<file path="config.mk">
export PLATFORM = sky130hd
export DESIGN_NAME = hazard_scoreboard
export DESIGN_NICKNAME = d
export VERILOG_FILES = /design/src/rtl/hazard_scoreboard_pkg.sv /design/src/rtl/hazard_scoreboard_flush_counter.sv /design/src/rtl/hazard_scoreboard.sv
export SDC_FILE = /design/constraint.sdc
export NUM_CORES = 1
export LEC_CHECK = 0
export ABC_AREA = 1
export BUFFER_PORTS_ARGS = -buffer_cell sky130_fd_sc_hd__buf_2
export CAP_MARGIN = 10
export CORE_MARGIN = 1.5
export CORE_UTILIZATION = 28
export CTS_CLUSTER_SIZE = 24
export DETAILED_ROUTE_END_ITERATION = 8
export PLACE_DENSITY = 0.49
export SYNTH_ARGS = -nofsm -noshare
export SYNTH_HDL_FRONTEND = slang
export SYNTH_SLANG_ARGS = --single-unit
</file>
<file path="constraint.sdc">
create_clock -name clk -period 1.9 [get_ports clk]
set_input_delay 0.38 -clock clk [delete_from_list [all_inputs] [get_ports clk]]
set_output_delay 0.38 -clock clk [all_outputs]
set_load 0.05 [all_outputs]
</file>
<file path="src/rtl/hazard_scoreboard_pkg.sv">
// rtl/hazard_scoreboard_pkg.sv - shared constants and types for the hazard scoreboard
//
// Purpose: register-file geometry, the bank-select enum and the default
// branch flush length used by hazard_scoreboard and flush_counter.
package hazard_scoreboard_pkg;

  localparam int IDX_W              = 4;
  localparam int NREGS              = 16;
  localparam int BRANCH_PENALTY_DEF = 2;

  // Wide enough for any branch penalty in 1..7.
  localparam int FLUSH_CNT_W = 3;

  typedef enum logic {
    BANK_SCALAR = 1'b0,
    BANK_VECTOR = 1'b1
  } bank_e;

endpackage

</file>
<file path="src/rtl/hazard_scoreboard_flush_counter.sv">
// rtl/hazard_scoreboard_flush_counter.sv - loadable down-counter driving the branch flush
//
// Purpose: loads a penalty value when a branch issues and counts down to zero,
// one step per clock. nonzero_o is high while the count is not zero.
// Ports:
//   clk        in   clock, rising edge
//   rst        in   asynchronous active-high reset
//   load_i     in   load load_val_i this edge
//   load_val_i in   value to load (CNT_W bits)
//   nonzero_o  out  count != 0
module flush_counter #(
  parameter int CNT_W = hazard_scoreboard_pkg::FLUSH_CNT_W
) (
  input  logic             clk,
  input  logic             rst,
  input  logic             load_i,
  input  logic [CNT_W-1:0] load_val_i,
  output logic             nonzero_o
);

  logic [CNT_W-1:0] cnt_q;
  logic [CNT_W-1:0] cnt_d;

  always_comb begin
    cnt_d = cnt_q;
    if (load_i) begin
      cnt_d = load_val_i;
    end else if (cnt_q != '0) begin
      cnt_d = cnt_q - 1'b1;
    end
  end

  always_ff @(posedge clk or posedge rst) begin
    if (rst) begin
      cnt_q <= '0;
    end else begin
      cnt_q <= cnt_d;
    end
  end

  assign nonzero_o = (cnt_q != '0);

endmodule

</file>
<file path="src/rtl/hazard_scoreboard.sv">
// rtl/hazard_scoreboard.sv - RAW/WAW register scoreboard with branch flush control
//
// Purpose: tracks one pending-write bit per register in a scalar and a vector
// bank, stalls ID on RAW/WAW hazards and flushes for BRANCH_PENALTY cycles
// after a branch issues.
// Optional feature: define HAZARD_WB_BYPASS_EN so that a source being written
// back in the same cycle does not raise RAW (bank writes before it is read).
// Ports:
//   clk, rst                    clock, asynchronous active-high reset
//   id_valid                    instruction present in ID
//   id_ra, id_rb, id_rc         source A, source B, destination index
//   id_use_ra, id_use_rb        source A / B is read
//   id_mode_sel                 sources from vector bank (1) or scalar bank (0)
//   id_reg_write(_v)            writes scalar / vector bank
//   id_branch                   instruction is a branch
//   wb_we_s, wb_we_v, wb_rd     writeback enables and destination
//   stall, flush                pipeline hold / bubble insert
//   busy_s, busy_v              pending bits per bank
module hazard_scoreboard #(
  parameter int NREGS          = hazard_scoreboard_pkg::NREGS,
  parameter int IDX_W          = hazard_scoreboard_pkg::IDX_W,
  parameter int BRANCH_PENALTY = hazard_scoreboard_pkg::BRANCH_PENALTY_DEF
) (
  input  logic             clk,
  input  logic             rst,
  input  logic             id_valid,
  input  logic [IDX_W-1:0] id_ra,
  input  logic [IDX_W-1:0] id_rb,
  input  logic [IDX_W-1:0] id_rc,
  input  logic             id_use_ra,
  input  logic             id_use_rb,
  input  logic             id_mode_sel,
  input  logic             id_reg_write,
  input  logic             id_reg_write_v,
  input  logic             id_branch,
  input  logic             wb_we_s,
  input  logic             wb_we_v,
  input  logic [IDX_W-1:0] wb_rd,
  output logic             stall,
  output logic             flush,
  output logic [NREGS-1:0] busy_s,
  output logic [NREGS-1:0] busy_v
);
  import hazard_scoreboard_pkg::*;

  localparam logic [FLUSH_CNT_W-1:0] PENALTY_VAL = FLUSH_CNT_W'(BRANCH_PENALTY);

  logic [NREGS-1:0] busy_s_q, busy_s_d;
  logic [NREGS-1:0] busy_v_q, busy_v_d;
  logic [NREGS-1:0] wb_clr_s, wb_clr_v;
  logic [NREGS-1:0] set_s, set_v;
  logic [NREGS-1:0] src_pend_s, src_pend_v, src_pend;
  bank_e            src_bank;
  logic             raw, waw, issue;

  // One-hot writeback clear masks; both banks may clear in the same cycle.
  always_comb begin
    wb_clr_s = '0;
    wb_clr_v = '0;
    if (wb_we_s) wb_clr_s[wb_rd] = 1'b1;
    if (wb_we_v) wb_clr_v[wb_rd] = 1'b1;
  end

  // Pending view seen by source operands.
`ifdef HAZARD_WB_BYPASS_EN
  assign src_pend_s = busy_s_q & ~wb_clr_s;
  assign src_pend_v = busy_v_q & ~wb_clr_v;
`else
  assign src_pend_s = busy_s_q;
  assign src_pend_v = busy_v_q;
`endif

  assign src_bank = id_mode_sel ? BANK_VECTOR : BANK_SCALAR;
  assign src_pend = (src_bank == BANK_VECTOR) ? src_pend_v : src_pend_s;

  assign raw = (id_use_ra & src_pend[id_ra]) | (id_use_rb & src_pend[id_rb]);
  // WAW always looks at the registered bits: a writeback in this cycle does
  // not let a new writer of the same register issue early.
  assign waw = (id_reg_write & busy_s_q[id_rc]) | (id_reg_write_v & busy_v_q[id_rc]);

  assign stall = id_valid & ~flush & (raw | waw);
  assign issue = id_valid & ~stall & ~flush;

  always_comb begin
    set_s = '0;
    set_v = '0;
    if (issue & id_reg_write)   set_s[id_rc] = 1'b1;
    if (issue & id_reg_write_v) set_v[id_rc] = 1'b1;
    // Set is applied after clear so an issuing writer wins over writeback.
    busy_s_d = (busy_s_q & ~wb_clr_s) | set_s;
    busy_v_d = (busy_v_q & ~wb_clr_v) | set_v;
  end

  always_ff @(posedge clk or posedge rst) begin
    if (rst) begin
      busy_s_q <= '0;
      busy_v_q <= '0;
    end else begin
      busy_s_q <= busy_s_d;
      busy_v_q <= busy_v_d;
    end
  end

  assign busy_s = busy_s_q;
  assign busy_v = busy_v_q;

  flush_counter #(
    .CNT_W(FLUSH_CNT_W)
  ) u_flush_counter (
    .clk       (clk),
    .rst       (rst),
    .load_i    (issue & id_branch),
    .load_val_i(PENALTY_VAL),
    .nonzero_o (flush)
  );

endmodule

</file>
# Word-level counts from Yosys, hierarchy flattened
# Index checks and enable logic that the tools add are counted.
totals:
  register_bits: 35
  input_bits: 27
  output_inout_bits: 34
  wordCells: 56
op_classes:
  n_addsub: 1
  n_lt_le_gt_ge: 6
  n_mux: 20
  bitwise: 22
  reduce_logical: 4
ops:
  columns: ["cell", "n"]
  rows:
  - ["$mux 16", 5]
  - ["$and 16x16->16", 2]
  - ["$not 16->16", 2]
  - ["$or 16x16->16", 2]
  - ["$lt 4x5->1 const B", 4]
  - ["$bmux 1 s4", 4]
  - ["$and 1x1->1", 11]
  - ["$demux 1 s4", 2]
  - ["$ge 4x1->1 const B", 2]
  - ["$mux 1", 7]
  - ["$mux 3", 2]
  - ["$or 1x1->1", 3]
  - ["$reduce_bool 3->1", 1]
  - ["$sub 3x1->3 const B", 1]
  - ["$logic_and 1x1->1", 2]
  - ["$not 1->1", 2]
  - ["$reduce_bool 2->1", 1]

# Logic depth before layout (Yosys ltp)
logic_depth:
  depth_word: 14
  depth_mapped: 19

# By module
# From an unflattened synthesis, not the netlist that was laid out.
unflattened:
  cells_unflattened: 446
  hier_area_um2: 2718.9
modules_own_cells:
  columns: ["module", "instances", "cells_per_inst", "area_each_um2"]
  rows:
  - ["hazard_scoreboard", 1, 416, 2514.9]
  - ["flush_counter", 1, 30, 203.9]

# Worst setup path after synthesis
# Ideal clock, no wire load.
synth_timing:
  path_type: "input-to-output"
  from: "input id_mode_sel"
  to: "output stall"
  arrival_time_ns: 1.796
  t_required_ns: 1.520
  slack_ns: -0.276
  cell_stages: 11
  cell_sequence: "buf_4 -> inv_2 -> buf_4 -> nand2_1 -> nand3_1 -> nand3_1 -> nand3_1 -> nand3_1 -> a21boi_1 -> o21ai_0 -> inv_1"
synth_via:
  elab_chain_cells: 8
synth_rtl:
  columns: ["item", "line_no", "rtl"]
  rows:
  - ["from (decl)", "hazard_scoreboard.sv:32", "input logic id_mode_sel,"]
  - ["$mux 1 *", "hazard_scoreboard.sv:73", "assign src_bank = id_mode_sel ? BANK_VECTOR : BANK_SCALAR;"]
  - ["$mux 16 *", "hazard_scoreboard.sv:74", "assign src_pend = (src_bank == BANK_VECTOR) ? src_pend_v : src_pend_s;"]
  - ["$bmux 1 s4", "hazard_scoreboard.sv:76", "assign raw = (id_use_ra & src_pend[id_ra]) | (id_use_rb & src_pend[id_rb]);"]
  - ["$mux 1 (not written as such)", "hazard_scoreboard.sv:76", null]
  - ["$and 1x1->1", "hazard_scoreboard.sv:76", null]
  - ["$or 1x1->1 *", "hazard_scoreboard.sv:76", null]
  - ["$or 1x1->1 *", "hazard_scoreboard.sv:81", "assign stall = id_valid & ~flush & (raw | waw);"]
  - ["$and 1x1->1 *", "hazard_scoreboard.sv:81", null]
  - ["to (decl)", "hazard_scoreboard.sv:39", "output logic stall,"]
# Mark *: on every way between the ends. The rest lies on a longest branch, timed or not. The select of a mux whose other input is x is not followed.

# Worst setup path in the final report
layout_timing:
  from: "register busy_s_q[11] (netlist: busy_s[11])"
  to: "output stall"
layout_via:
  elab_chain_cells: 7
layout_rtl:
  columns: ["item", "line_no", "rtl"]
  rows:
  - ["from (decl)", "hazard_scoreboard.sv:48", "logic [NREGS-1:0] busy_s_q, busy_s_d;"]
  - ["from (signal assigned)", "hazard_scoreboard.sv:99", "busy_s_q <= busy_s_d;"]
  - ["$mux 16", "hazard_scoreboard.sv:74", null]
  - ["$bmux 1 s4", "hazard_scoreboard.sv:76", null]
  - ["$mux 1 (not written as such)", "hazard_scoreboard.sv:76", null]
  - ["$and 1x1->1", "hazard_scoreboard.sv:76", null]
  - ["$or 1x1->1", "hazard_scoreboard.sv:76", null]
  - ["$or 1x1->1 *", "hazard_scoreboard.sv:81", null]
  - ["$and 1x1->1 *", "hazard_scoreboard.sv:81", null]
# Marks and branches as above.

==> results.md <==
* Antenna Diode Count at 0
* Die ar. at 9800 um2
* Total number of yosys warnings at 0
* Wire length of the first global-routing pass at 15300 um
* Peak fanout along the critical path at 3
* Via count normalized by instance count at between 4 and 5
* Outcome: finished with violations
* Max-slew headroom at around 67%
* Hold buffer count at CTS at 0
* Vertical die dimension at around 99 um
* Clock insertion delay at the later pin of the skew report at between 0.2 and 0.3 ns
* Deepest clock path buffer count at 2
* First DRT Iteration DRCs at between 100 and 150
* Syn Inst Count at 430
* Type of the tightest min-delay check: in -> async
* Number of nets in the finished design at around 570
* CTS tree: built
* VDD IR max at 0.000279 V
* RR Startpoint: busy_s[11]
* Area of the core at approximately 8800 um2
* Port buffer count at 60
* Beginning of the critical path: busy_s[11]
* Final Skew at ~0.005 ns
* Start-to-end type of the worst setup path: reg -> out
* DIE WIDTH at around 100 um
* # IOs at between 60 and 70
* Reported max-cap violation count at 0
* Count of antenna-violating nets left after detailed routing at 0
* Setup slack of the critical path after layout at -0.260 ns
* Maximum clock rate at about 460 MHz
* Area growth, synth to finish at 40.3%
* Final weighted congestion in routability-driven placement at 0.888
* Residual DRC count at 0
* Most Used Layer, Global Route: met2
* Total grt overflow at 0
* GRT Util Overall at between 10% and 20%
* Mean instance size in the synthesized netlist at 6.00 um2
* First-pass iteration count of the detailed router at 4
* Number of levels the H-tree was split into at 2
* Arrival time reported for the critical path endpoint at roughly 1.8 ns
* Final clock period utilization by the worst path at 114%
* Clock Tree Root: clkbuf_8
* Top post-synthesis cells by area: dfrtp_1, nand2_1, nand3_1, o21ai_0, inv_1
* Pwr/cell area at ~830 nW/um2
* Number of antenna violations at the first check in global routing at 0
* Vias at roughly 3000
* Row count at 34
* Netlist area before placement at 2580 um2
* Num CTS Buffers at 5
* Tmin final at 2.16 ns
* Total Routed Length at about 9500 um
* Setup Viol. Count Final at 33
* Share of layout cells above drive strength 1 at between 30% and 40%
* Startpoint class of the critical path: register
* Reported leakage power at 0.00209 uW
* Post-synthesis sequential element count at 35
* Part of the Yosys area used for sequential elements at about 34%
* Count of endpoints failing hold in the final timing report at 0
* Initial core utilization at between 20 and 30%
* Count of different cell masters after synthesis at 19
* Final total negative setup slack at -2.22 ns
* Met1 Track Usage GR at 27.9%
* Met3 layer usage reported by global route at under 10%
* Data required time of the worst path at approximately 1.5 ns
* Fill cell instance count of the final layout at 970
* Met2 track demand over resource at approximately a third
* Setup repair after global routing missed its margin: yes
* Share of the synthesized area in the top cell type at roughly 34%
* Average wire per standard cell at approximately 15 um
* Slew Limit Fails at 0
* Largest net degree at the start of global routing at 36
* Total power consumption of the routed design at roughly 3000 uW
* Worst-margin pin slew at 0.499 ns
* Leading area contributor after synthesis: dfrtp_1
* Type of element capturing the critical path: primary output
* Post-detail-place hpwl at about 7400 um
* Post-Place Setup Slack at -0.314 ns
* Post-synthesis net count at 459
* Failing checks: setup timing
* Clk sink count at 35
* Clock slew at the register clock pins of the worst setup and hold paths at around 0.070 ns
* Vias in the first global route at 3042
-- Yosys cell counts --
| library cell | number |
|---|---|
| ha_1 | 2 |
| a31oi_1 | 1 |
| nand2_2 | 2 |
| inv_1 | 31 |
| nand2_1 | 212 |
| clkbuf_1 | 3 |
| buf_2 | 4 |
| buf_6 | 4 |
| a21boi_1 | 1 |
| nor2_4 | 3 |
| o21ai_0 | 34 |
| dfrtp_1 | 35 |
| buf_4 | 2 |
| nand3_1 | 62 |
| nor2_1 | 29 |
| inv_2 | 2 |
| inv_4 | 1 |
| nor2_2 | 1 |
| nand3b_1 | 1 |
-- cell type report --
cell class,count,area (um2),share of cell area (%)
multi-input cells,348,1560,43.1
repair buffers,112,783,21.6
inverters,34,138,3.80
clock buffers,8,100,2.76
flip-flops and latches,35,903,24.9
well taps,108,135,3.73
-- path summary, 6_finish.rpt --
| check | slack [ns] | endpoint | depth (start not counted) |
|---|---|---|---|
| min in group clk | 0.31 | u_flush_counter.cnt_q[2] | 2 |
| min reg2reg | 0.52 | u_flush_counter.cnt_q[1] | 2 |
| max in group asynchronous | 1.37 | busy_v[2] | 3 |
| max | -0.26 | stall | 13 |
| min | 0.18 | u_flush_counter.cnt_q[0] | 3 |
| max reg2reg | -0.11 | busy_v[7] | 17 |
-- placed cells by master, fill, tap and decap left out, types with 4 or more instances in the layout --
| master | netlist | routed |
|---|---|---|
| nand2_1 | 212 | 197 |
| nand3_1 | 62 | 59 |
| buf_2 | 4 | 58 |
| buf_4 | 2 | 46 |
| o21ai_0 | 34 | 33 |
| inv_1 | 31 | 29 |
| nor2_1 | 29 | 26 |
| dfrtp_2 | 0 | 22 |
| nand2_2 | 2 | 15 |
| dfrtp_1 | 35 | 13 |
| clkbuf_8 | 0 | 7 |
| buf_12 | 0 | 5 |
| nor2_2 | 1 | 4 |
-- flip-flops by register name, indices dropped and copies added (netlist names) --
register	flops
u_flush_counter.cnt_q	3
busy_s	16
busy_v	16
-- critical path, cell delays in order (launching register included) --
cell	delay (ns)
dfrtp_2	0.43
nand2_1	0.07
nand2_1	0.06
nand2_1	0.05
nand2_1	0.05
nand2_1	0.06
nand2_1	0.06
nor2_2	0.12
nor2_1	0.06
nor2_2	0.11
nand2_2	0.07
o21ai_2	0.17
inv_4	0.04
buf_6	0.14
-- power by group --
part / switching [uW] / internal [uW] / total [uW]
combinational: 880 / 480 / 1360
clock: 265 / 331 / 596
sequential: 149 / 885 / 1030
total: 1290 / 1700 / 2990
-- kinds of logic (layout without fill, tap and decap cells) --
family          after synthesis  count (layout)  share of synthesized area, %
simple gates                310             310                          49.4
buf+inv                      47             154                          8.58
compound gates               36              36                          7.13
flops                        35              35                          33.9
fa+ha+maj                     2               2                         0.969
-- per-stage QoR --
step	hold WS (ns)	std cells	util, %	cell area [um2]
floorplan	0.469	430	-	2640
global placement	0.492	623	37.4	3290
detailed placement	0.503	623	37.4	3290
CTS	0.201	638	39.6	3480
global route	0.233	645	41.1	3620
finish	0.180	645	41.1	3620
-- routing by layer --
layer	vias up	part of all wire [%]
met3	10	4.6
li1	1566	-
met1	1438	48
met4	0	1.2
met5	-	0
met2	69	46
-- repair_timing --
action | in CTS | in global routing
endpoints found under the setup margin | 33 | 36
hold endpoints to repair | 0 | 0
pin swaps | 6 | 11
resized for setup | 5 | 25
cloned | 0 | 1
buffers inserted | 7 | 7
(Power assumes the default switching activity.)
